<file path="config.mk">
export PLATFORM = sky130hd
export DESIGN_NAME = param_alu
export DESIGN_NICKNAME = d
export VERILOG_FILES = /design/src/rtl/param_alu_pkg.sv /design/src/rtl/param_alu_seq_multiplier.sv /design/src/rtl/param_alu.sv
export SDC_FILE = /design/constraint.sdc
export NUM_CORES = 1
export LEC_CHECK = 0
export ABC_AREA = 1
export CAP_MARGIN = 40
export CORE_MARGIN = 2
export CORE_UTILIZATION = 53
export DETAILED_ROUTE_END_ITERATION = 10
export MAX_ROUTING_LAYER = met4
export PLACE_DENSITY_LB_ADDON = 0.2
export SLEW_MARGIN = 20
export SYNTH_ARGS = -nofsm -noshare
export SYNTH_HDL_FRONTEND = slang
export SYNTH_SLANG_ARGS = --single-unit
export TNS_END_PERCENT = 10
</file>
<file path="constraint.sdc">
create_clock -name clock -period 2 [get_ports clock]
set_clock_uncertainty 0.15 [all_clocks]
set_input_delay 0.4 -clock clock [delete_from_list [all_inputs] [get_ports clock]]
set_output_delay 0.4 -clock clock [all_outputs]
set_load 0.02 [all_outputs]
</file>
<file path="src/rtl/param_alu_pkg.sv">
// Shared opcode and FSM state encodings for param_alu and its multiplier.
package param_alu_pkg;

    typedef logic [2:0] opcode_t;
    typedef logic [1:0] state_t;

    localparam opcode_t OP_ADD = 3'b000;
    localparam opcode_t OP_SUB = 3'b001;
    localparam opcode_t OP_MUL = 3'b010;
    localparam opcode_t OP_BEQ = 3'b110;
    localparam opcode_t OP_BNZ = 3'b111;

    localparam state_t ST_IDLE     = 2'd0;
    localparam state_t ST_EXEC     = 2'd1;
    localparam state_t ST_MUL_ITER = 2'd2;
    localparam state_t ST_DONE     = 2'd3;

endpackage

</file>
<file path="src/rtl/param_alu_seq_multiplier.sv">
// Iterative shift-add multiplier: one partial product per clock, WIDTH
// iterations after start, done_o pulses once the 2*WIDTH product is final.
module seq_multiplier
    import param_alu_pkg::*;
#(
    parameter int WIDTH = 8
) (
    input  logic                 clock,
    input  logic                 reset_n,
    input  logic                 start_i,
    input  logic [WIDTH-1:0]     a_i,
    input  logic [WIDTH-1:0]     b_i,
    output logic                 done_o,
    output logic [2*WIDTH-1:0]   product_o
);

    localparam int CNT_W = $clog2(WIDTH + 1);

    logic [2*WIDTH-1:0] mcand_q, mcand_d;
    logic [WIDTH-1:0]   mplier_q, mplier_d;
    logic [2*WIDTH-1:0] acc_q, acc_d;
    logic [CNT_W-1:0]   count_q, count_d;
    logic               done_q, done_d;

    always_comb begin
        // NOTE: every variable gets a default first so no path leaves it unassigned (no latch).
        mcand_d  = mcand_q;
        mplier_d = mplier_q;
        acc_d    = acc_q;
        count_d  = count_q;
        done_d   = 1'b0;
        if (start_i) begin
            mcand_d  = {{WIDTH{1'b0}}, a_i};
            mplier_d = b_i;
            acc_d    = '0;
            count_d  = CNT_W'(WIDTH);
        end else if (count_q != '0) begin
            if (mplier_q[0]) begin
                acc_d = acc_q + mcand_q;
            end
            mcand_d  = mcand_q << 1;
            mplier_d = mplier_q >> 1;
            count_d  = count_q - CNT_W'(1);
            done_d   = (count_q == CNT_W'(1));
        end
    end

    always_ff @(posedge clock or negedge reset_n) begin
        // NOTE: state updates use non-blocking assignments so all registers see pre-edge values.
        if (!reset_n) begin
            mcand_q  <= '0;
            mplier_q <= '0;
            acc_q    <= '0;
            count_q  <= '0;
            done_q   <= 1'b0;
        end else begin
            mcand_q  <= mcand_d;
            mplier_q <= mplier_d;
            acc_q    <= acc_d;
            count_q  <= count_d;
            done_q   <= done_d;
        end
    end

    assign done_o    = done_q;
    assign product_o = acc_q;

endmodule

</file>
<file path="src/rtl/param_alu.sv">
// Multi-cycle ALU with ready/start/done handshake. Define PARAM_ALU_MUL_EN to
// build the iterative multiplier; otherwise opcode 010 acts as undefined.
module param_alu
    import param_alu_pkg::*;
#(
    parameter int WIDTH = 8
) (
    input  logic             clock,
    input  logic             reset_n,
    input  logic             start,
    input  logic [2:0]       instruction,
    input  logic [WIDTH-1:0] reg_a,
    input  logic [WIDTH-1:0] reg_b,
    input  logic [WIDTH-1:0] r_beq,
    output logic             ready,
    output logic             done,
    output logic [WIDTH-1:0] solution,
    output logic [WIDTH-1:0] jump_data,
    output logic             overflow_signal
);

    state_t           state_q, state_d;
    opcode_t          op_q, op_d;
    logic [WIDTH-1:0] a_q, a_d;
    logic [WIDTH-1:0] b_q, b_d;
    logic [WIDTH-1:0] beq_q, beq_d;
    logic [WIDTH-1:0] sol_q, sol_d;
    logic [WIDTH-1:0] jmp_q, jmp_d;
    logic             ovf_q, ovf_d;

    logic [WIDTH:0]   sum_w;
    logic [WIDTH:0]   diff_w;
    logic [WIDTH-1:0] exec_res;
    logic             exec_ovf;
    logic             is_mul;

`ifdef PARAM_ALU_MUL_EN
    logic               mul_start;
    logic               mul_done;
    logic [2*WIDTH-1:0] mul_product;

    // Multiplier loads at accept so its WIDTH iterations overlap EXEC.
    assign mul_start = (state_q == ST_IDLE) && start && (instruction == OP_MUL);

    seq_multiplier #(
        .WIDTH (WIDTH)
    ) u_mul (
        .clock     (clock),
        .reset_n   (reset_n),
        .start_i   (mul_start),
        .a_i       (reg_a),
        .b_i       (reg_b),
        .done_o    (mul_done),
        .product_o (mul_product)
    );

    assign is_mul = (op_q == OP_MUL);
`else
    assign is_mul = 1'b0;
`endif

    // Single-cycle result for every opcode that is not a multiply.
    always_comb begin
        sum_w    = {1'b0, a_q} + {1'b0, b_q};
        diff_w   = {1'b0, a_q} - {1'b0, b_q};
        exec_res = '0;
        exec_ovf = 1'b0;
        case (op_q)
            OP_ADD: begin
                exec_res = sum_w[WIDTH-1:0];
                exec_ovf = sum_w[WIDTH];
            end
            OP_SUB: begin
                exec_res = diff_w[WIDTH-1:0];
                exec_ovf = (a_q < b_q);
            end
            OP_BEQ:  exec_res = WIDTH'(a_q == b_q);
            OP_BNZ:  exec_res = a_q;
            default: exec_res = '0;
        endcase
    end

    always_comb begin
        state_d = state_q;
        op_d    = op_q;
        a_d     = a_q;
        b_d     = b_q;
        beq_d   = beq_q;
        sol_d   = sol_q;
        ovf_d   = ovf_q;
        jmp_d   = jmp_q;
        case (state_q)
            ST_IDLE: begin
                if (start) begin
                    state_d = ST_EXEC;
                    op_d    = instruction;
                    a_d     = reg_a;
                    b_d     = reg_b;
                    beq_d   = r_beq;
                end
            end
            ST_EXEC: begin
                if (is_mul) begin
                    state_d = ST_MUL_ITER;
                end else begin
                    state_d = ST_DONE;
                    sol_d   = exec_res;
                    ovf_d   = exec_ovf;
                    // Any r_beq other than 0 or 1 leaves the branch target alone.
                    if (op_q == OP_BNZ) begin
                        if (beq_q == '0) begin
                            jmp_d = a_q;
                        end else if (beq_q == WIDTH'(1)) begin
                            jmp_d = b_q;
                        end
                    end
                end
            end
            ST_MUL_ITER: begin
`ifdef PARAM_ALU_MUL_EN
                if (mul_done) begin
                    state_d = ST_DONE;
                    sol_d   = mul_product[WIDTH-1:0];
                    ovf_d   = |mul_product[2*WIDTH-1:WIDTH];
                end
`else
                state_d = ST_IDLE;
`endif
            end
            ST_DONE: state_d = ST_IDLE;
            default: state_d = ST_IDLE;
        endcase
    end

    always_ff @(posedge clock or negedge reset_n) begin
        if (!reset_n) begin
            state_q <= ST_IDLE;
            op_q    <= OP_ADD;
            a_q     <= '0;
            b_q     <= '0;
            beq_q   <= '0;
            sol_q   <= '0;
            ovf_q   <= 1'b0;
            jmp_q   <= '0;
        end else begin
            state_q <= state_d;
            op_q    <= op_d;
            a_q     <= a_d;
            b_q     <= b_d;
            beq_q   <= beq_d;
            sol_q   <= sol_d;
            ovf_q   <= ovf_d;
            jmp_q   <= jmp_d;
        end
    end

    assign ready           = (state_q == ST_IDLE);
    assign done            = (state_q == ST_DONE);
    assign solution        = sol_q;
    assign jump_data       = jmp_q;
    assign overflow_signal = ovf_q;

endmodule

</file>
== After elaboration in Yosys (flattened, before gate mapping) ==
Cells that the tools add are included.
Operators by class
  add/sub/neg operators: 2
  magnitude comparators: 1
  equal/unequal tests: 9
  multiplexer cells: 6
  reductions and logical operators: 7
Operator list (count)
  8-bit one-hot mux with 4 select lines: 1
  8-bit two-way mux: 2
  8-bit by 8-bit adder with 9-bit output: 1
  8-bit by 1-bit equality test with 1-bit output (second input constant): 1
  8-bit equality test: 1
  8-bit logical NOT: 1
  8-bit less-than comparator: 1
  8-bit subtractor: 1
  3-bit equality test (second input constant): 2
  2-bit one-hot mux with 3 select lines: 1
  2-bit equality test (second input constant): 2
  3-bit by 1-bit equality test with 1-bit output (second input constant): 1
  3-bit logical NOT: 1
  3-bit AND reduction: 1
  2-bit by 1-bit equality test with 1-bit output (second input constant): 1
  2-bit logical NOT: 1
  2-bit two-way mux: 1
  2-bit != test (second input constant): 1
  1-bit one-hot mux with 2 select lines: 1
  2-bit AND reduction: 1
  2-bit nonzero test: 1
  2-bit OR reduction: 1
Word-level totals
  register bits: 46
  bits of input ports: 30
  output and inout bits: 19
  logic and storage cells: 33

== Depth between registers and ports, before layout ==
  word-level depth: 3
  depth in mapped cells: 13
  depth with buffers taken out: 13

== Least setup slack after synthesis ==
No wires, ideal clock.
  kind: register -> register
  start point: register b_q[0]
  end point: register sol_q[6] (netlist: solution[6])
  data arrival time: 1544 ps
  path slack: 189 ps
  stages on the path, launching flop included: 14
  path buffers: 0
  period minus slack after synthesis: 1811 ps
  path through: dfrtp_1 > ha_1 > inv_1 > fa_1 > inv_1 > nand2_1 > nand2_1 > nand3_1 > nand2_1 > nand2_1 > nand3_1 > nand3_1 > nand2_1 > nand2_1
On the way
  cells in the longest elaborated chain, start to end: 2
  elaborated cells between the ends (all ways): 3
  those cells by class: 2 x add/sub; 1 x mux
Ends and longest elaborated chain
  start, declared: RTL line param_alu.sv:25  | logic [WIDTH-1:0] b_q, b_d;
  start signal, assigned: RTL line param_alu.sv:140  | b_q <= '0;
  start signal, assigned: RTL line param_alu.sv:149  | b_q <= b_d;
  8-bit subtractor / 8-bit by 8-bit adder with 9-bit output (equally long branches): RTL line param_alu.sv:65, param_alu.sv:64
  8-bit one-hot mux with 4 select lines *: RTL line param_alu.sv:68  | case (op_q)
  end signal, assigned: RTL line param_alu.sv:151  | sol_q <= sol_d;
  end, declared: RTL line param_alu.sv:27  | logic [WIDTH-1:0] sol_q, sol_d;
Every way passes the cells marked *; elsewhere a longest branch is shown, timed or not.
A chain may end at the register's enable or synchronous reset.

== Worst setup path after layout ==
  start point: register a_q[0]
  end point: register sol_q[6] (netlist: solution[6])
On the way
  cells in the longest elaborated chain, start to end: 2
  elaborated cells between the ends (all ways): 3
  those cells by class: 2 x add/sub; 1 x mux
Ends and longest elaborated chain
  start, declared: RTL line param_alu.sv:24  | logic [WIDTH-1:0] a_q, a_d;
  start signal, assigned: RTL line param_alu.sv:139  | a_q <= '0;
  start signal, assigned: RTL line param_alu.sv:148  | a_q <= a_d;
  8-bit subtractor / 8-bit by 8-bit adder with 9-bit output (equally long branches): RTL line param_alu.sv:65, param_alu.sv:64
  8-bit one-hot mux with 4 select lines *: RTL line param_alu.sv:68
Marks and branches as above.

==> results.json <==
{
  "synth_nets": 395,
  "slew_viol_final": 0,
  "synth_common_cells": "nand2_1 (77), nor2_1 (48), dfrtp_1 (46)",
  "grt_pass1_vias": 2460,
  "rows": 26,
  "ys.warnings.count": 0,
  "yosysMostFrequentCell": "nand2_1",
  "die_area_sq_um": 5770,
  "critical_path.top_delay_family": "adder cells",
  "overflow": 0,
  "gp_congestion": 0.895,
  "design.core.area_sq_um": 5040,
  "clock.fmax_mhz": 521,
  "initial_core_util_pct": 54.4,
  "final-setup-viol-count": 0,
  "dpl_cell_area_sq_um": 3450,
  "cts.clk_slew.worst_paths_ns": 0.09,
  "outcome": "finished, final reports clean",
  "synth_area_leaders": "dfrtp_1 (42%), nand2_1 (11%), ha_1 (7.7%)",
  "floorplan.die.height_um": 76.0,
  "endpoint_kind": "register",
  "grt_max_degree": 37,
  "clockBufferDepth": 2,
  "grt.total_usage_pct": 25.8,
  "setup_ws_ns": 0.0792,
  "multiInputGateArea_sq_um": 1460,
  "start_kind": "register",
  "synth_area_sq_um": 2750,
  "register_area_sq_um": 1150,
  "cp_num_buf_inv": 2,
  "finalCritPeriodShare_pct": 96.0,
  "fill_cells": 421,
  "portBuffers": 48,
  "synth_area_leader_cell": "dfrtp_1",
  "ys_seq_elements": 46,
  "clock_sinks": 46,
  "p_per_area_nw_per_um2": 1690,
  "drt-total-wl_um": 6850,
  "num_vias": 2497,
  "max_slew.worst_pin.slew_ns": 0.463,
  "drt-pass1-iter-count": 4,
  "cpPeakStageDelay_ns": 0.39,
  "finalHoldViolations": 0,
  "dpl.hpwl_um": 5280,
  "cts_buffers": 5,
  "yosysTopAreaCellShare_pct": 41.9,
  "timing.slew.headroom_pct": 69.2,
  "drtIter0Drc": 122,
  "crit_slowest_cell": "dfrtp_1",
  "wl_per_cell_um": 14.0,
  "nets": 466,
  "cp_data_arrival_time_ns": 1.98,
  "die_x_um": 76.0,
  "synth_cell_types": 31,
  "rsz0062_at_grt": "yes",
  "cp_max_fo": 3,
  "synth_area_per_cell_sq_um": 7.93,
  "synth_enable_flop_cells": 0,
  "period_minus_slack_ns": 1.92,
  "grt_first_pass_wirelength_um": 11600,
  "drv_cap": 0,
  "pre_cts_slack_ns": -0.00257,
  "cts_tree": "yes",
  "drc": 0,
  "antenna_left": 0,
  "ios": 49,
  "ys_seq_area_share_pct": 41.9,
  "peakVddDrop_uv": 729,
  "fin_area_sq_um": 3650,
  "ys.flop_type": "dfrtp_1",
  "path_cells": "inv_1, ha_1, fa_2, inv_1, nand4_1, nand3_1, nand2_1, nand3_1, nand3_1, nand2_1, nand2_1",
  "hold_class": "register to register",
  "fin_cells": 488,
  "dp.cells": 477,
  "antenna_cells": 0,
  "antenna_found_initial": 0,
  "worstPathRequired_ns": 2.06,
  "drive_gt1_share_pct": 17.5,
  "path_class": "register to register",
  "via_per_inst": 5.12,
  "area_delta_synth_final_pct": 32.9,
  "htreeDepth": 2,
  "async_reset_ff_share_pct": 100,
  "p_leak_nw": 1.78,
  "cts_root_buffer": "clkbuf_8",
  "insertion_delay_ns": 0.31,
  "syn_inst": 346
}
layer usage:
layer  routed length, um  part of all wire (%)  GRT usage, %  up-vias
li1                    -                     -             -     1257
met1                3000                    44          33.9     1150
met2                3360                    49          42.0       83
met3                 406                   5.9          4.27        7
met4                  91                   1.3          7.45        0
met5                   0                     0             -        -
final timing paths:
check	from	endpoint	slack [ns]	cells after the start
setup / recovery	a_q[0]$_DFFE_PN0P_	solution[6]$_DFFE_PN0P_	0.08	11
hold / removal	overflow_signal$_DFFE_PN0P_	overflow_signal$_DFFE_PN0P_	0.33	2
setup reg to reg	a_q[0]$_DFFE_PN0P_	solution[6]$_DFFE_PN0P_	0.08	11
hold reg to reg	overflow_signal$_DFFE_PN0P_	overflow_signal$_DFFE_PN0P_	0.33	2
max in group asynchronous	reset_n	a_q[1]$_DFFE_PN0P_	0.78	3
min in group asynchronous	reset_n	solution[7]$_DFFE_PN0P_	0.42	2
stage by stage:
stage / hold slack [ns] / power, mW / setup TNS, ns / util, %
after CTS: 0.340 / 5.83 / -0.00550 / 70.4
after detailed placement: 0.224 / 5.22 / -0.00257 / 68.4
final: 0.335 / 6.17 / 0 / 72.3
after global placement: 0.222 / 5.15 / 0 / 68.4
after floorplan: -0.0456 / 3.94 / 0 / -
after global routing: 0.366 / 6.72 / -0.120 / 72.3
flip-flops by register name, summed over array words and instances (netlist names):
signal	flops
op_q	3
b_q	8
jump_data	8
a_q	8
solution	8
overflow_signal	1
beq_q	8
state_q	2
cells by family after synthesis:
| logic type | after synthesis | synth area share (%) |
|---|---|---|
| simple gates | 165 | 25.8 |
| buf+inv | 53 | 7.98 |
| compound gates | 51 | 10.1 |
| flops | 46 | 41.9 |
| fa+ha+maj | 19 | 9.21 |
| mux | 12 | 4.92 |
cell usage in the layout, fill, tap and decap left out, types with 3 or more instances in the layout:
cell and n:
nand2_1 74, dfrtp_1 46, nor2_1 45, clkdlybuf4s50_1 45
inv_1 37, a21oi_1 29, nand3_1 26, buf_4 23
mux2_2 12, o21ai_0 12, ha_1 12, inv_2 6
clkbuf_8 6, nand4_1 4, ha_4 4, nand2_2 3
nor2_2 3
area by class of cell:
| class | count | share of cell area [%] |
|---|---|---|
| multi-input combinational | 247 | 39.9 |
| sequential | 46 | 31.6 |
| timing repair buffer | 74 | 19.1 |
| inverter | 43 | 4.43 |
| tap | 70 | 2.40 |
| clock buffer | 7 | 2.37 |
| clock inverter | 1 | 0.240 |
power by group:
group	internal, mW	switching [mW]	leakage (nW)
clock network	0.286	0.329	0.0489
registers	1.29	0.272	0.558
logic	1.70	2.29	1.18
total	3.28	2.89	1.78
worst reg2reg max path, cell delays in order (launching register included):
cell and delay [ns]:
dfrtp_1 0.39, inv_1 0.07, ha_1 0.22, fa_2 0.37
inv_1 0.09, nand4_1 0.13, nand3_1 0.10, nand2_1 0.05
nand3_1 0.08, nand3_1 0.07, nand2_1 0.06, nand2_1 0.04
repair_timing:
action	4_1_cts	5_1_grt
pin swaps	0	6
gates cloned	0	0
hold endpoints to repair	17	0
gates resized for setup	2	21
hold buffers	1	0
setup buffers	0	2
setup endpoints to repair	3	7
Note: power is estimated with default switching activity, not from simulation.
